===== src/rtl/rx_tmp_buf_slab_alloc.sv =====
// Free-bitmap slab allocator for RX temporary buffers: one lowest-index grant
// port and two free ports (commit and drop) that are consumed in the cycle presented.
module rx_tmp_buf_slab_alloc #(
  parameter int NUM_SLABS    = 10,
  parameter int SLAB_BYTES   = 2048,
  parameter int LOW_WM       = 2,
  parameter int SLAB_NUM_W   = $clog2(NUM_SLABS),
  parameter int SLAB_BYTES_W = $clog2(SLAB_BYTES),
  parameter int CNT_W        = $clog2(NUM_SLABS + 1)
) (
  input  logic                                clk,
  input  logic                                rst,
  input  logic                                src_alloc_req_val,
  output logic                                alloc_src_req_rdy,
  output logic [SLAB_NUM_W-1:0]               alloc_src_resp_slab,
  output logic [SLAB_NUM_W+SLAB_BYTES_W-1:0]  alloc_src_resp_addr,
  input  logic                                src_free0_val,
  input  logic [SLAB_NUM_W-1:0]               src_free0_slab,
  input  logic                                src_free1_val,
  input  logic [SLAB_NUM_W-1:0]               src_free1_slab,
  output logic [CNT_W-1:0]                    free_cnt,
  output logic                                low_wm,
  output logic                                err_free
);

  logic [NUM_SLABS-1:0] bitmap_reg;
  logic [NUM_SLABS-1:0] bitmap_next;
  logic [CNT_W-1:0]     cnt_reg;
  logic [CNT_W-1:0]     cnt_next;
  logic                 err_reg;
  logic                 err_next;

  logic [NUM_SLABS-1:0] grant_onehot;
  logic [SLAB_NUM_W-1:0] grant_slab;
  logic                 grant;

  logic [NUM_SLABS-1:0] dec0;
  logic [NUM_SLABS-1:0] dec1;
  logic [NUM_SLABS-1:0] set0;
  logic [NUM_SLABS-1:0] set1;
  logic                 same_slab;
  logic                 acc0;
  logic                 acc1;

  // Decoding against the slab range means an out-of-range number never hits a bit.
  genvar gi;
  generate
    for (gi = 0; gi < NUM_SLABS; gi++) begin : g_dec
      assign dec0[gi] = (src_free0_slab == SLAB_NUM_W'(gi));
      assign dec1[gi] = (src_free1_slab == SLAB_NUM_W'(gi));
    end
  endgenerate

  // Lowest-index set bit of the registered bitmap.
  always_comb begin
    grant_onehot = '0;
    grant_slab   = '0;
    for (int i = NUM_SLABS - 1; i >= 0; i--) begin
      if (bitmap_reg[i]) begin
        grant_onehot = '0;
        grant_onehot[i] = 1'b1;
        grant_slab   = SLAB_NUM_W'(i);
      end
    end
  end

  assign alloc_src_req_rdy   = |bitmap_reg;
  assign alloc_src_resp_slab = grant_slab;
  assign alloc_src_resp_addr = {grant_slab, {SLAB_BYTES_W{1'b0}}};
  assign grant               = src_alloc_req_val & alloc_src_req_rdy;

  // A free is only accepted for an allocated slab; a duplicate on port 1 is
  // refused so the bit is set (and counted) once.
  assign same_slab = src_free0_val & src_free1_val & (src_free0_slab == src_free1_slab);
  assign acc0      = src_free0_val & |(dec0 & ~bitmap_reg);
  assign acc1      = src_free1_val & |(dec1 & ~bitmap_reg) & ~same_slab;
  assign set0      = acc0 ? dec0 : '0;
  assign set1      = acc1 ? dec1 : '0;

  always_comb begin
    bitmap_next = (bitmap_reg & ~(grant ? grant_onehot : '0)) | set0 | set1;
    cnt_next    = cnt_reg + CNT_W'(acc0) + CNT_W'(acc1) - CNT_W'(grant);
    err_next    = (src_free0_val & ~acc0) | (src_free1_val & ~acc1);
  end

  always_ff @(posedge clk) begin
    if (rst) begin
      bitmap_reg <= '1;
      cnt_reg    <= CNT_W'(NUM_SLABS);
      err_reg    <= 1'b0;
    end else begin
      bitmap_reg <= bitmap_next;
      cnt_reg    <= cnt_next;
      err_reg    <= err_next;
    end
  end

  assign free_cnt = cnt_reg;
  assign low_wm   = (cnt_reg <= CNT_W'(LOW_WM));
  assign err_free = err_reg;

endmodule


===== config.mk =====
export PLATFORM = sky130hd
export DESIGN_NAME = rx_tmp_buf_slab_alloc
export DESIGN_NICKNAME = d
export VERILOG_FILES = /design/src/rtl/rx_tmp_buf_slab_alloc.sv
export SDC_FILE = /design/constraint.sdc
export NUM_CORES = 1
export LEC_CHECK = 0
export CAP_MARGIN = 15
export CORE_MARGIN = 2
export CORE_UTILIZATION = 48
export CTS_CLUSTER_SIZE = 8
export DETAILED_ROUTE_END_ITERATION = 16
export GPL_TIMING_DRIVEN = 0
export MAX_ROUTING_LAYER = met4
export PLACE_DENSITY = 0.9
export SYNTH_ARGS = -nofsm -noshare
export SYNTH_HDL_FRONTEND = slang
export SYNTH_SLANG_ARGS = --single-unit

===== constraint.sdc =====
create_clock -name clk -period 3.75 [get_ports clk]
set_input_delay 0.9375 -clock clk [delete_from_list [all_inputs] [get_ports clk]]
set_output_delay 0.9375 -clock clk [all_outputs]
set_load 0.1 [all_outputs]

* Yosys cells after proc, flatten, opt, wreduce, memory -nomap -nowiden
Index checks and enable logic that the tools add are counted.
** Storage, ports and cells
- Register bits after elaboration :: 15
- Input port bits :: 13
- Output and inout bits :: 26
** Operators by class
- Equal/unequal tests :: 19
- Bitwise operators :: 19
- Mux-type cells :: 23
- $lt $le $gt $ge :: 1
- $add $sub $neg :: 3
- Reduce and logical (&&, ||, !) cells :: 5
** Operators with widths (count)
- 10-bit 2-to-1 mux :: 13
- 4-bit 2-to-1 mux :: 10
- 4-bit by 3-bit == test with 1-bit output, second input constant :: 8
- 10-bit AND :: 3
- 10-bit OR reduction :: 3
- 10-bit inverter :: 2
- 10-bit OR :: 2
- 4-bit by 2-bit == test with 1-bit output, second input constant :: 4
- 4-bit == test, second input constant :: 4
- 4-bit by 1-bit adder with 4-bit output :: 2
- 1-bit AND :: 8
- 4-bit by 1-bit == test with 1-bit output, second input constant :: 2
- 4-bit logical NOT :: 2
- 4-bit == test :: 1
- 4-bit by 2-bit less-or-equal comparator with 1-bit output, second input constant :: 1
- 4-bit by 1-bit subtractor with 4-bit output :: 1
- 1-bit inverter :: 3
- 1-bit OR :: 1

* Logic depth before layout (Yosys ltp)
- Word-level depth :: 15
- Depth in mapped cells :: 13
- Depth with buffers taken out :: 12

* Worst setup path before layout
Ideal clock, no wire load.
- Path type :: reg-to-output
- Start point :: register bitmap_reg[4]
- End point :: output port alloc_src_resp_slab[1]
- Path buffers :: 1
- Required time :: 2.812 ns
- Data arrival time :: 3.354 ns
- Cell stages (with the launch flop) :: 5
- Path slack :: -0.541 ns
- Path through :: dfxtp_1 -> nor2_1 -> o21ai_0 -> a21boi_0 -> buf_4
** On the way
- Longest elaborated chain between the ends :: 5
** Ends and longest elaborated chain
- start: declaration :: RTL line 26 : logic [NUM_SLABS-1:0] bitmap_reg;
- start signal: assignment :: RTL line 92 : bitmap_reg <= bitmap_next;
- 4-bit 2-to-1 mux (5 in series) :: RTL line 59 : if (bitmap_reg[i]) begin
- end: declaration :: RTL line 15 : output logic [SLAB_NUM_W-1:0] alloc_src_resp_slab,
No other way between the ends.

* Worst setup path in the final report
- Start point :: register bitmap_reg[0]
- End point :: output port alloc_src_resp_addr[13]
** On the way
- Longest elaborated chain between the ends :: 1
** Ends and longest elaborated chain
- 4-bit 2-to-1 mux :: RTL line 59
- end: declaration :: RTL line 16 : output logic [SLAB_NUM_W+SLAB_BYTES_W-1:0] alloc_src_resp_addr,
No other way between the ends.

==> results.md <==
* Final GP Congestion at between 0.9 and 1
* Initial antenna violation count at 0
* CTS sink cnt at 15
* Core Region at roughly 0.0028 mm²
* Finished Core Util at 64.33%
* Via density at 5.615
* Fin Hold WS at a little over 0.6 ns
* Hold_buf cts at 0
* Mapped Area at 0.001428 mm²
* Final Hold Fails at 0
* # rows at 19
* Vias at 1387
* Top post-synthesis cells by area: dfxtp_1 21%, buf_4 8.4%, mux2i_1 4.2%
* Mean cell area of the mapped netlist at between 8 and 9 µm²
* Slew @ Worst Pin at just under 1 ns
* Max incr delay on CP at 1.15 ns
* Fin nets at between 200 and 250
* CP Class: reg -> out
* Setup violations, final at 0
* Post-synthesis sequential area ratio at about a fifth
* Most common library cells after synthesis: 16 x buf_4, 15 x dfxtp_1, 15 x nor2_1
* Final Slew Violations at 0
* Buffers added on ports at 23
* Synth unique cells at between 40 and 50
* Post-Route WL at between 3000 and 4000 µm
* Initial Utilization at about half
* Yosys warning count at 0
* Synth area leader: dfxtp_1
* First-iteration detailed-routing DRC count at 71
* CTS Buf Count at 3
* Min cycle time layout at around 3.6 ns
* Fmax at 276.3 MHz
* Post-synth EDFFs at 0
* # DRC at 0
* RSZ-0062 raised after global routing: no
* Antenna Violating Nets Remaining at 0
* # IOs at 39
* Slew headroom at 34.12%
* Syn Inst Count at about 180
* Crit path arrival time at roughly 2.7 ns
* Area grow syn2layout at 25.33%
* Slowest CP cell: clkdlybuf4s50_1
* CTS Root Buffer Type: clkbuf_4
* H-tree levels at 1
* CTS tree: yes
* First-pass GRT wire length at 5837 µm
* Startpoint class of the critical path: flip-flop
* Drt pass-1 iters at 4
* Maxcap violations at 0
* Peak supply drop at around 470 µV
* LEAKAGE at roughly 0.82 nW
* Deepest clock path buffer count at 2
* Share of the synthesized area in the top cell type at 21.03%
* Largest net degree at the start of global routing at 11
* Die area at ~0.0034 mm²
* Delay-heaviest family, CP: buffers and inverters
* Async S/R FF share, synth at 0%
* Worst Skew at 0.002922 ns
* Worst-skew pair later-pin latency at 0.30 ns
* Pwr dens at ~400 mW/mm²
* Grt total ovfl at 0
* Vias in the first global route at about 1300
* Die H at 58.54 µm
* Clock-pin transition on the worst setup and hold timing paths at 0.10 ns
* Outcome: finished, final reports clean
* Hold Path Class: reg -> reg
* Main synth FF type: dfxtp_1
* Cell Chain, Critical Path: nor4_2 > nor2b_1 > clkdlybuf4s50_1
* Max reg flops at 10
* # diodes at 0
* Most common cell in the synthesized netlist: buf_4
* Share of cells above drive strength 1 at approximately 20%
* Critical path capture point type: output port
* Hpwl dp at 2755 µm
* Filler cells at between 200 and 300
* Tcrit/Tclk final at between 90% and 100%
* Largest fanout on the critical path at 7
* Required @ worst endpoint at approximately 2.8 ns
* CP Buf/Inv Count at 1
* DR WL/cell at 14.84 µm
* Total Routing Usage GR at 22.67%
* Chip width at ~59 µm
* Post-synthesis register bit count at 15
cells in the final DEF, fill, tap and decap left out, types with 2 or more instances in the layout:
master / synthesis / routed
a21boi_1: 0 / 2
a21o_1: 2 / 2
a21oi_1: 9 / 9
a221o_1: 2 / 2
a31oi_1: 4 / 4
buf_2: 5 / 2
buf_4: 16 / 19
buf_6: 2 / 2
clkbuf_1: 1 / 2
clkbuf_4: 0 / 4
clkdlybuf4s50_1: 0 / 19
conb_1: 1 / 11
dfxtp_1: 15 / 15
dlymetal6s2s_1: 0 / 3
fa_1: 2 / 2
ha_1: 4 / 4
inv_1: 12 / 12
mux2i_1: 6 / 6
nand2_1: 14 / 14
nand2b_1: 6 / 6
nand3_1: 6 / 6
nand4_1: 2 / 2
nor2_1: 15 / 14
nor2b_1: 9 / 9
o211ai_2: 3 / 3
o21ai_0: 3 / 3
o21ai_2: 2 / 2
o21bai_1: 4 / 4
o221ai_2: 4 / 4
xnor2_1: 3 / 3
xor2_1: 3 / 3
per-stage QoR:
| stage | total power, W | worst slack, ns | TNS [ns] | instances | area (µm²) |
|---|---|---|---|---|---|
| 2_1_floorplan | 0.0005186 | 0.04059 | 0 | 188 | 1465 |
| 3_3_place_gp | 0.0005872 | -0.3112 | -0.3491 | 242 | 1734 |
| 3_5_place_dp | 0.0005985 | -0.3486 | -0.4920 | 242 | 1734 |
| 4_1_cts | 0.0006950 | 0.05836 | 0 | 247 | 1767 |
| 5_1_grt | 0.0007306 | 0.007787 | 0 | 247 | 1789 |
| 6_report | 0.0006972 | 0.1310 | 0 | 247 | 1789 |
layout make-up:
type	instances	area, µm²	area share, %
inverters	12	45.04	2.517
flip-flops and latches	15	300.3	16.78
repair buffers	24	244.0	13.64
clock buffers	4	26.28	1.469
well taps	31	38.79	2.168
plain buffers	24	178.9	10.00
multi-input cells	137	955.9	53.43
routing by layer:
metal	up-vias	global-route usage [%]	share of wire [%]
met5	-	-	0
met4	0	10.96	1.6
met3	5	2.418	6.9
met2	63	35.15	49
met1	646	29.43	42
li1	673	-	-
worst reg2reg max path, delay by kind of cell (launching register included):
family / cells / cell delay (ns)
buffers and inverters: 1 / 0.09
AND/OR/NAND/NOR: 2 / 0.89
adder cells (fa/ha/maj): 3 / 1.11
flip-flops: 1 / 0.40
AO/OA/AOI/OAI: 1 / 0.22
report_power, final:
part | internal, W | switching, W | total (W)
Clock | 0.0000415 | 0.0000595 | 0.000101
Combinational | 0.000115 | 0.000290 | 0.000406
Sequential | 0.000177 | 0.0000141 | 0.000191
Total | 0.000333 | 0.000364 | 0.000697
logic make-up (layout without fill, tap and decap cells):
| group | Yosys count | in the layout | synth area share [%] |
|---|---|---|---|
| DFF | 15 | 15 | 21.03 |
| AOI/OAI and AO/OA | 43 | 43 | 24.45 |
| xor gates and xnor gates | 6 | 6 | 3.682 |
| buffers and inverters | 36 | 64 | 15.16 |
| and+or+nand+nor | 65 | 65 | 24.89 |
| other | 1 | 11 | 0.2627 |
| muxes | 6 | 6 | 4.207 |
| adders and majority gates | 6 | 6 | 6.311 |
worst paths after layout:
path                                    start                       to  slack, ns  cells after the start
worst min-delay path            bitmap_reg[4]            bitmap_reg[4]       0.61                      2
worst max-delay path            bitmap_reg[0]  alloc_src_resp_addr[13]       0.13                      3
worst max register to register  bitmap_reg[6]              free_cnt[1]       0.95                      7
worst min register to register  bitmap_reg[4]            bitmap_reg[4]       0.61                      2
repair_timing:
item | in CTS | in global routing
endpoints found under the setup margin | 2 | 4
buffers inserted | 1 | 0
gates resized for setup | 1 | 10
pin swaps | 1 | 0
endpoints found under the hold margin | 0 | 0
(Power assumes the default switching activity.)
